`src/rtl/song_reader_pkg.sv`:
```
// rtl/song_reader_pkg.sv - shared widths, ROM word layout and sequencer state encoding for song_reader
package song_reader_pkg;

    localparam int NOTE_W = 6;
    localparam int DUR_W  = 6;
    localparam int IDX_W  = 5;
    localparam int SONG_W = 2;

    localparam int ROM_W  = NOTE_W + DUR_W;
    localparam int ADDR_W = SONG_W + IDX_W;

    // ROM word is {note, duration}
    localparam int DUR_LSB  = 0;
    localparam int DUR_MSB  = DUR_W - 1;
    localparam int NOTE_LSB = DUR_W;
    localparam int NOTE_MSB = ROM_W - 1;

    localparam logic [IDX_W-1:0] LAST_IDX = '1;

    typedef enum logic [2:0] {
        IDLE,
        FETCH,
        RDATA,
        LOAD,
        GUARD,
        WAIT_NOTE,
        DONE
    } state_t;

endpackage

```
`src/rtl/song_reader_if.sv`:
```
// rtl/song_reader_if.sv - control and note-player signals of song_reader; master is the reader side
interface song_reader_if;
    import song_reader_pkg::*;

    logic              play;
    logic [SONG_W-1:0] song;
    logic              note_done;
    logic              new_note;
    logic [NOTE_W-1:0] note;
    logic [DUR_W-1:0]  duration;
    logic              song_done;
    logic [IDX_W-1:0]  note_index;

    modport master (
        input  play, song, note_done,
        output new_note, note, duration, song_done, note_index
    );

    modport slave (
        output play, song, note_done,
        input  new_note, note, duration, song_done, note_index
    );
endinterface

```
`src/rtl/dffr.sv`:
```
// rtl/dffr.sv - generic flop with synchronous active-high reset to zero
module dffr #(
    parameter int WIDTH = 1
) (
    input  logic             clk,
    input  logic             r,
    input  logic [WIDTH-1:0] d,
    output logic [WIDTH-1:0] q
);
    always_ff @(posedge clk) begin
        if (r) q <= '0;
        else   q <= d;
    end
endmodule

```
`src/rtl/song_rom.sv`:
```
// rtl/song_rom.sv - song image ROM, address {song, index}, one-cycle registered read
module song_rom
    import song_reader_pkg::*;
(
    input  logic              clk,
    input  logic [ADDR_W-1:0] addr_i,
    output logic [ROM_W-1:0]  dout_o
);
    // Unlisted entries read as zero, which terminates the song.
    function automatic logic [ROM_W-1:0] image(input logic [ADDR_W-1:0] a);
        logic [IDX_W-1:0] idx;
        logic [DUR_W-1:0] dur;
        idx   = a[IDX_W-1:0];
        dur   = {1'b0, idx} + 6'd1;
        image = '0;
        case (a[ADDR_W-1:IDX_W])
            2'd0: begin
                if (idx == 5'd0) image = {6'd20, 6'd12};
                if (idx == 5'd1) image = {6'd22, 6'd6};
            end
            2'd1: begin
                if (idx == 5'd0) image = {6'd30, 6'd3};
                if (idx == 5'd1) image = {6'd31, 6'd4};
            end
            2'd3:    image = {1'b1, idx, dur};
            default: image = '0;
        endcase
    endfunction

    always_ff @(posedge clk) begin
        dout_o <= image(addr_i);
    end
endmodule

```
`src/rtl/song_reader.sv`:
```
// rtl/song_reader.sv - walks a song in song_rom and strobes notes into the note player
// SONG_READER_LOOP_EN: after the last entry, restart the same song instead of returning to IDLE.
module song_reader
    import song_reader_pkg::*;
(
    input  logic          clk,
    input  logic          reset,
    song_reader_if.master bus
);
    state_t              state_q, state_d;
    logic [2:0]          state_raw;
    logic [IDX_W-1:0]    index_q, index_d;
    logic [SONG_W-1:0]   song_q, song_d;
    logic [NOTE_W-1:0]   note_q, note_d;
    logic [DUR_W-1:0]    dur_q, dur_d;
    logic                new_note_q, new_note_d;
    logic                song_done_q, song_done_d;
    logic [ROM_W-1:0]    rom_data;

    dffr #(.WIDTH(3)) u_state (
        .clk (clk),
        .r   (reset),
        .d   (state_d),
        .q   (state_raw)
    );
    assign state_q = state_t'(state_raw);

    song_rom u_rom (
        .clk    (clk),
        .addr_i ({song_q, index_q}),
        .dout_o (rom_data)
    );

    always_ff @(posedge clk) begin
        if (reset) begin
            index_q     <= '0;
            song_q      <= '0;
            note_q      <= '0;
            dur_q       <= '0;
            new_note_q  <= 1'b0;
            song_done_q <= 1'b0;
        end else begin
            index_q     <= index_d;
            song_q      <= song_d;
            note_q      <= note_d;
            dur_q       <= dur_d;
            new_note_q  <= new_note_d;
            song_done_q <= song_done_d;
        end
    end

    always_comb begin
        state_d     = state_q;
        index_d     = index_q;
        song_d      = song_q;
        note_d      = note_q;
        dur_d       = dur_q;
        new_note_d  = 1'b0;
        song_done_d = 1'b0;

        // A song change outranks every other transition, including a pending strobe.
        if (state_q != IDLE && bus.song != song_q) begin
            state_d = IDLE;
            index_d = '0;
        end else begin
            case (state_q)
                IDLE: begin
                    index_d = '0;
                    if (bus.play) begin
                        song_d  = bus.song;
                        state_d = FETCH;
                    end
                end
                FETCH: if (bus.play) state_d = RDATA;
                RDATA: begin
                    if (bus.play) begin
                        if (rom_data[DUR_MSB:DUR_LSB] == '0) begin
                            state_d = DONE;
                        end else begin
                            note_d  = rom_data[NOTE_MSB:NOTE_LSB];
                            dur_d   = rom_data[DUR_MSB:DUR_LSB];
                            state_d = LOAD;
                        end
                    end
                end
                LOAD: begin
                    new_note_d = 1'b1;
                    state_d    = GUARD;
                end
                // Player counter reloads here, so a stale note_done must not be seen.
                GUARD: state_d = WAIT_NOTE;
                WAIT_NOTE: begin
                    if (bus.play && bus.note_done) begin
                        if (index_q == LAST_IDX) begin
                            state_d = DONE;
                        end else begin
                            index_d = index_q + 1'b1;
                            state_d = FETCH;
                        end
                    end
                end
                DONE: begin
                    song_done_d = 1'b1;
                    index_d     = '0;
`ifdef SONG_READER_LOOP_EN
                    // index still 0 here means entry 0 was the terminator: looping would livelock.
                    state_d     = (index_q != '0) ? FETCH : IDLE;
`else
                    state_d     = IDLE;
`endif
                end
                default: state_d = IDLE;
            endcase
        end
    end

    assign bus.new_note   = new_note_q;
    assign bus.note       = note_q;
    assign bus.duration   = dur_q;
    assign bus.song_done  = song_done_q;
    assign bus.note_index = index_q;
endmodule
```
`src/flat_wrapper.sv`:
```
// flat-port wrapper written by rule: the top's interface ports become plain ports
module song_reader_flat import song_reader_pkg::*;
  (clk, reset, bus_play, bus_song, bus_note_done, bus_new_note, bus_note, bus_duration, bus_song_done, bus_note_index);
  song_reader_if bus_i ();
  input  logic clk;
  input  logic reset;
  input wire logic [$bits(bus_i.play)-1:0] bus_play;
  input wire logic [$bits(bus_i.song)-1:0] bus_song;
  input wire logic [$bits(bus_i.note_done)-1:0] bus_note_done;
  output wire logic [$bits(bus_i.new_note)-1:0] bus_new_note;
  output wire logic [$bits(bus_i.note)-1:0] bus_note;
  output wire logic [$bits(bus_i.duration)-1:0] bus_duration;
  output wire logic [$bits(bus_i.song_done)-1:0] bus_song_done;
  output wire logic [$bits(bus_i.note_index)-1:0] bus_note_index;
  assign bus_i.play = bus_play;
  assign bus_i.song = bus_song;
  assign bus_i.note_done = bus_note_done;
  assign bus_new_note = bus_i.new_note;
  assign bus_note = bus_i.note;
  assign bus_duration = bus_i.duration;
  assign bus_song_done = bus_i.song_done;
  assign bus_note_index = bus_i.note_index;
  song_reader u_core (.clk(clk), .reset(reset), .bus(bus_i));
endmodule
```
`config.mk`:
```
export PLATFORM = sky130hd
export DESIGN_NAME = song_reader_flat
export DESIGN_NICKNAME = d
export VERILOG_FILES = /design/src/rtl/song_reader_pkg.sv /design/src/rtl/song_reader_if.sv /design/src/rtl/dffr.sv /design/src/rtl/song_rom.sv /design/src/rtl/song_reader.sv /design/src/flat_wrapper.sv
export SDC_FILE = /design/constraint.sdc
export NUM_CORES = 1
export LEC_CHECK = 0
export CORE_MARGIN = 2
export CORE_UTILIZATION = 45
export CTS_CLUSTER_DIAMETER = 80
export DETAILED_ROUTE_END_ITERATION = 8
export GPL_ROUTABILITY_DRIVEN = 1
export PLACE_DENSITY = 0.69
export SETUP_SLACK_MARGIN = 0.02
export SLEW_MARGIN = 20
export SYNTH_ARGS = -nofsm -noshare
export SYNTH_HDL_FRONTEND = slang
export SYNTH_SLANG_ARGS = --single-unit
```
`constraint.sdc`:
```
create_clock -name clk -period 5 [get_ports clk]
set_input_delay 0.75 -clock clk [delete_from_list [all_inputs] [get_ports clk]]
set_output_delay 0.75 -clock clk [all_outputs]
set_load 0.005 [all_outputs]
```
Word-level counts from Yosys, hierarchy flattened

Cells that the tools add are included.

Bitwise gates (word level): 2
Reductions and logical operators: 14
Eq/ne operators: 16
Muxes and demuxes: 17
Add/subtract/negate cells: 2

Operator list:

| kind                                                 | count |
|---|---|
| one-hot mux 12 bit (3 select lines)                  | 1 |
| 2-to-1 mux 12 bit                                    | 2 |
| 2-to-1 mux 11 bit                                    | 2 |
| 2-to-1 mux 3 bit                                     | 6 |
| one-hot mux 3 bit (6 select lines)                   | 1 |
| 2-to-1 mux 5 bit                                     | 2 |
| one-hot mux 5 bit (2 select lines)                   | 1 |
| equality test 3 bit (second input constant)          | 3 |
| != test 2 bit (second input constant)                | 4 |
| AND reduction 4 bit                                  | 2 |
| adder 5 x 1 -> 6 bit (second input constant)         | 1 |
| equality test 3 x 2 -> 1 bit (second input constant) | 2 |
| zero test 6 bit                                      | 1 |
| AND reduction 3 bit                                  | 2 |
| adder 5 x 1 -> 5 bit (second input constant)         | 1 |
| equality test 5 x 1 -> 1 bit (second input constant) | 1 |
| equality test 5 bit (second input constant)          | 1 |
| zero test 5 bit                                      | 1 |
| OR reduction 2 bit                                   | 2 |
| equality test 3 x 1 -> 1 bit (second input constant) | 1 |
| zero test 3 bit                                      | 1 |
| nonzero test 3 bit                                   | 1 |
| equality test 2 x 1 -> 1 bit (second input constant) | 1 |
| equality test 2 bit (second input constant)          | 1 |
| other kinds (7)                                      | 10 |

Input bits: 6
Word-level logic and storage cells: 59
Bits in registers: 36
Output and inout port bits: 19

Longest topological paths before layout

Word-level depth: 4
Depth in mapped cells: 7
Mapped depth without buffers: 7

Cells and area by module

A second synthesis with hierarchy kept.

Cells, all modules: 176
Area total of the unflattened synthesis: 1675.4 um^2

Modules (own cells, without submodules):

| module      | cells an instance | area each (um^2) | seq. area each (um^2) | times used |
|---|---|---|---|---|
| song_reader | 119               | 1113.6           | 420.4                 | 1 |
| song_rom    | 51                | 483.0            | 240.2                 | 1 |
| dffr        | 6                 | 78.8             | 60.1                  | 1 |

Worst setup path before layout

Ideal clock, no wire load.

Path type: register to register
From: reg u_core.index_q[0], in the netlist u_core.bus.note_index[0]
To: reg u_core.index_q[2], in the netlist u_core.bus.note_index[2]
Slack: 3.130 ns
Path buffers: 0
Required time: 4.863 ns
Arrival: 1.734 ns
Library setup time: 0.137 ns
Clock period less this slack: 1.870 ns
Stages on the path, launching flop included: 8
Cells stage by stage: dfxtp_1 -> ha_1 -> and3_1 -> ha_1 -> nor4b_4 -> nor2_1 -> a21oi_1 -> a211oi_1

Word-level cells in the longest chain between the ends: 4
Elaborated cells on any way between the ends: 7
Classes of those cells: add/sub: 1; eq/ne: 2; mux: 3; reduce/logical: 1

Ends and longest elaborated chain:

| item                               | line              | source |
|---|---|---|
| from (decl)                        | song_reader.sv:12 | `logic [IDX_W-1:0] index_q, index_d;` |
| from (signal assigned)             | song_reader.sv:43 | `index_q <= index_d;` |
| adder 5 x 1 -> 5 bit               | song_reader.sv:97 | `index_d = index_q + 1'b1;` |
| 2-to-1 mux 5 bit                   | song_reader.sv:94 | `if (index_q == LAST_IDX) begin` |
| 2-to-1 mux 5 bit                   | song_reader.sv:93 | `if (bus.play && bus.note_done) begin` |
| one-hot mux 5 bit (2 select lines) | song_reader.sv:66 | `case (state_q)` |

Parallel ways exist; a longest one is shown, timed or not. The select of a mux whose other input is x is not followed.
A chain may end at the register's enable or synchronous reset.

Worst setup path in the final report

From: in bus_play
To: reg u_core.dur_q[3], in the netlist u_core.bus.duration[3]

Word-level cells in the longest chain between the ends: 1

Ends and longest elaborated chain:

| item                                 | line              | source |
|---|---|---|
| from (decl)                          | flat_wrapper.sv:7 | `input wire logic [$bits(bus_i.play)-1:0] bus_play;` |
| AND reduction 4 bit (no source line) | --                |  |
| to (signal assigned)                 | song_reader.sv:46 | `dur_q <= dur_d;` |
| to (decl)                            | song_reader.sv:15 | `logic [DUR_W-1:0] dur_q, dur_d;` |

No other way between the ends.

==> impl_metrics.ini <==
[global_route]
grt_pass1_wl_um = 5285
grt_pass1_vias = 1155
overflow = 0
grt_usage_pct = 17.19
grt_max_degree = 16
grt_antenna_before_repair = 0

[floorplan]
io_pins = 25
die_y_um = 62.41
die_x_um = 62.41
start_util_pct = 46.37
row_count = 21
core_region_area_mm2 = 0.003311
die-area_mm2 = 0.003895

[clock_tree]
cts_num_sinks = 36
insertion_delay_ns = 0.33
clkTransAtPathRegs_ns = 0.10
htree_levels = 2
cts-root-buf = clkbuf_4
cts_setup_buffers = 0
cts_resized = 0
cts_buffers = 5
cts_tree = built
postCtsHoldBufs = 0
cts_buffer_depth = 2

[finish]
fin_nets = 199
layout.cells.non_filler = 236
final.fill_count = 324
insertedDiodeCount = 0
syn_to_final_growth_pct = 21.84
drive_gt1_share_pct = 5.263

[yosys]
avgSynthCellArea_um2 = 9.193
synth_warnings = 0
yosysTopAreaCellShare_pct = 46.94
seq_area_frac_synth_pct = 46.94
synth_nets = 177
synthCells = 167
synth_top_cell_by_area = dfxtp_1
ys_types = 34
syn_area_mm2 = 0.001535
synthTopCellsByArea = dfxtp_1 (47%), mux2i_1 (10%), nor2_1 (5.4%)
synth-edff-count = 0
synth_ff_type = dfxtp_1
synthArstFlopShare_pct = 0
synth.ff_latch_count = 36

[route]
first_pass_iters = 4
drc_errors = 0
viasPerCell = 5.309
routed-via-count = 1253
post_drt_wl_per_cell_um = 13.05
drt_iter0_drc = 52
detail-route-antenna-nets = 0
drt_wl_total_um = 3079

[worst_setup_path]
crit_arrival_ns = 2.47
crit_path_end_kind = flop
worstSetupStartpointType = input port
path_class = input port to flop
critPathMaxFanout = 12
crit_required_ns = 5.21

[power]
cellLeakagePower_uw = 0.0006532
vdd_drop_max_mv = 0.2103
power_density_mw_per_mm2 = 312.9

[timing]
rsz0062_at_grt = false
finalClockSkew_ns = 0.004537
fin_setup_tns_ns = 0
setup_violations = 0
finalHoldViolCount = 0
period_share_pct = 45.23
timing.fmax_ghz = 0.4422
relSlewSlack_pct = 50.65
period_needed_ns = 2.262
worst_slew_pin_slew_ns = 0.7379
final_max_slew_viol_count = 0

[job]
drv_cap = 0

[place]
gp_congestion = 0.8309
hpwl_um = 2183
port_buffers = 24
dp_cells = 228

[outcome]
status = completed

[hold_path]
hp-class = flop to flop
==> per-layer routing <==
metal	wire, µm	global-route usage, %	vias up
met2	1471	27.55	43
met3	179	5.946	6
li1	-	-	620
met4	48	5.833	0
met1	1380	21.60	584
met5	0	0	-
==> synthesized netlist by cell type (2+ instances only) <==
| cell type | instances |
|---|---|
| a211oi_1 | 2 |
| buf_2 | 3 |
| dfxtp_1 | 36 |
| nand2_1 | 19 |
| ha_1 | 4 |
| a21boi_0 | 3 |
| mux2i_1 | 16 |
| nand4b_1 | 2 |
| nor2b_1 | 2 |
| nor3_1 | 4 |
| a22oi_1 | 2 |
| o22ai_1 | 2 |
| o21ai_0 | 3 |
| nor3_2 | 2 |
| inv_1 | 6 |
| nor2_1 | 22 |
| and3_1 | 2 |
| clkbuf_1 | 5 |
| a21oi_1 | 10 |
| nand3b_1 | 2 |
| xnor2_1 | 4 |
| nand3_1 | 4 |
==> flip-flops by register name (all words and copies together) (netlist names) <==
| register | flops |
|---|---|
| u_core.u_rom.dout_o | 12 |
| u_core.u_state.q | 3 |
| u_core.song_q | 2 |
| u_core.bus.note_index | 5 |
| u_core.bus.duration | 6 |
| u_core.bus.note | 6 |
| u_core.bus.song_done | 1 |
| u_core.bus.new_note | 1 |
==> cells in the final DEF (no fill, tap or decap), types with 2 or more instances in the layout <==
master	synthesis	layout
o21ai_0	3	3
a21boi_0	3	3
inv_1	6	6
clkdlybuf4s50_1	0	24
nand2_1	19	19
xnor2_1	4	4
a211oi_1	2	2
mux2i_1	16	16
nand3_1	4	4
o22ai_1	2	2
nor2_1	22	22
nand3b_1	2	2
a21oi_1	10	10
nor3_1	4	4
dfxtp_1	36	36
ha_1	4	4
nand4b_1	2	2
and3_1	2	2
nor2b_1	2	2
clkbuf_4	0	5
a22oi_1	2	2
==> cell families (layout without fill, tap and decap cells) <==
| logic type | Yosys count | in the layout | share of synthesized area (%) |
|---|---|---|---|
| AO/OA/AOI/OAI | 26 | 26 | 10.59 |
| XOR/XNOR | 5 | 5 | 2.852 |
| adder cells (fa/ha/maj) | 4 | 4 | 3.260 |
| buffers and inverters | 15 | 38 | 4.401 |
| flip-flops | 36 | 36 | 46.94 |
| multiplexers | 16 | 16 | 10.43 |
| AND/OR/NAND/NOR | 65 | 65 | 21.52 |
==> area by class of cell <==
cell class / instances / area (µm²) / share of cell area, %
sequential: 36 / 720.7 / 38.53
tap: 46 / 57.56 / 3.077
inverter: 6 / 22.52 / 1.204
clock buffer: 6 / 41.29 / 2.207
clock inverter: 2 / 35.03 / 1.873
multi-input combinational: 116 / 753.2 / 40.27
timing repair buffer: 24 / 240.2 / 12.84
==> critical path, stage by stage <==
cell and delay (ns):
clkdlybuf4s50_1 0.58, nand3_1 0.17, nor3_4 0.65, mux2i_1 0.26
nor2_1 0.05
==> report_power, final <==
part	internal [µW]	switching (µW)	total, µW
clock network	105	92.8	198
registers	300	18.6	319
logic	32.2	36.4	68.6
==> through the flow <==
step / worst slack [ns] / instance area [µm²] / hold WS [ns] / power (µW) / util, %
final: 2.739 / 1871 / 0.4806 / 585.2 / 56.50
after global routing: 2.587 / 1871 / 0.5153 / 619.0 / 56.50
after CTS: 2.473 / 1864 / 0.4855 / 588.9 / 56.31
after detailed placement: 2.068 / 1788 / 0.4598 / 391.9 / 54.01
after global placement: 2.179 / 1788 / 0.4507 / 390.5 / 54.01
after floorplan: 3.130 / 1535 / 0.4403 / 374.8 / -
==> path summary, 6_finish.rpt <==
kind	start	endpoint	slack (ns)	depth (start not counted)
max	bus_play	u_core.bus.duration[3]	2.74	5
min	u_core.u_rom.dout_o[6]	u_core.bus.note[0]	0.48	2
max reg2reg	u_core.bus.note_index[0]	u_core.bus.note_index[2]	2.83	7
min reg2reg	u_core.u_rom.dout_o[6]	u_core.bus.note[0]	0.48	2
(Power assumes the default switching activity.)
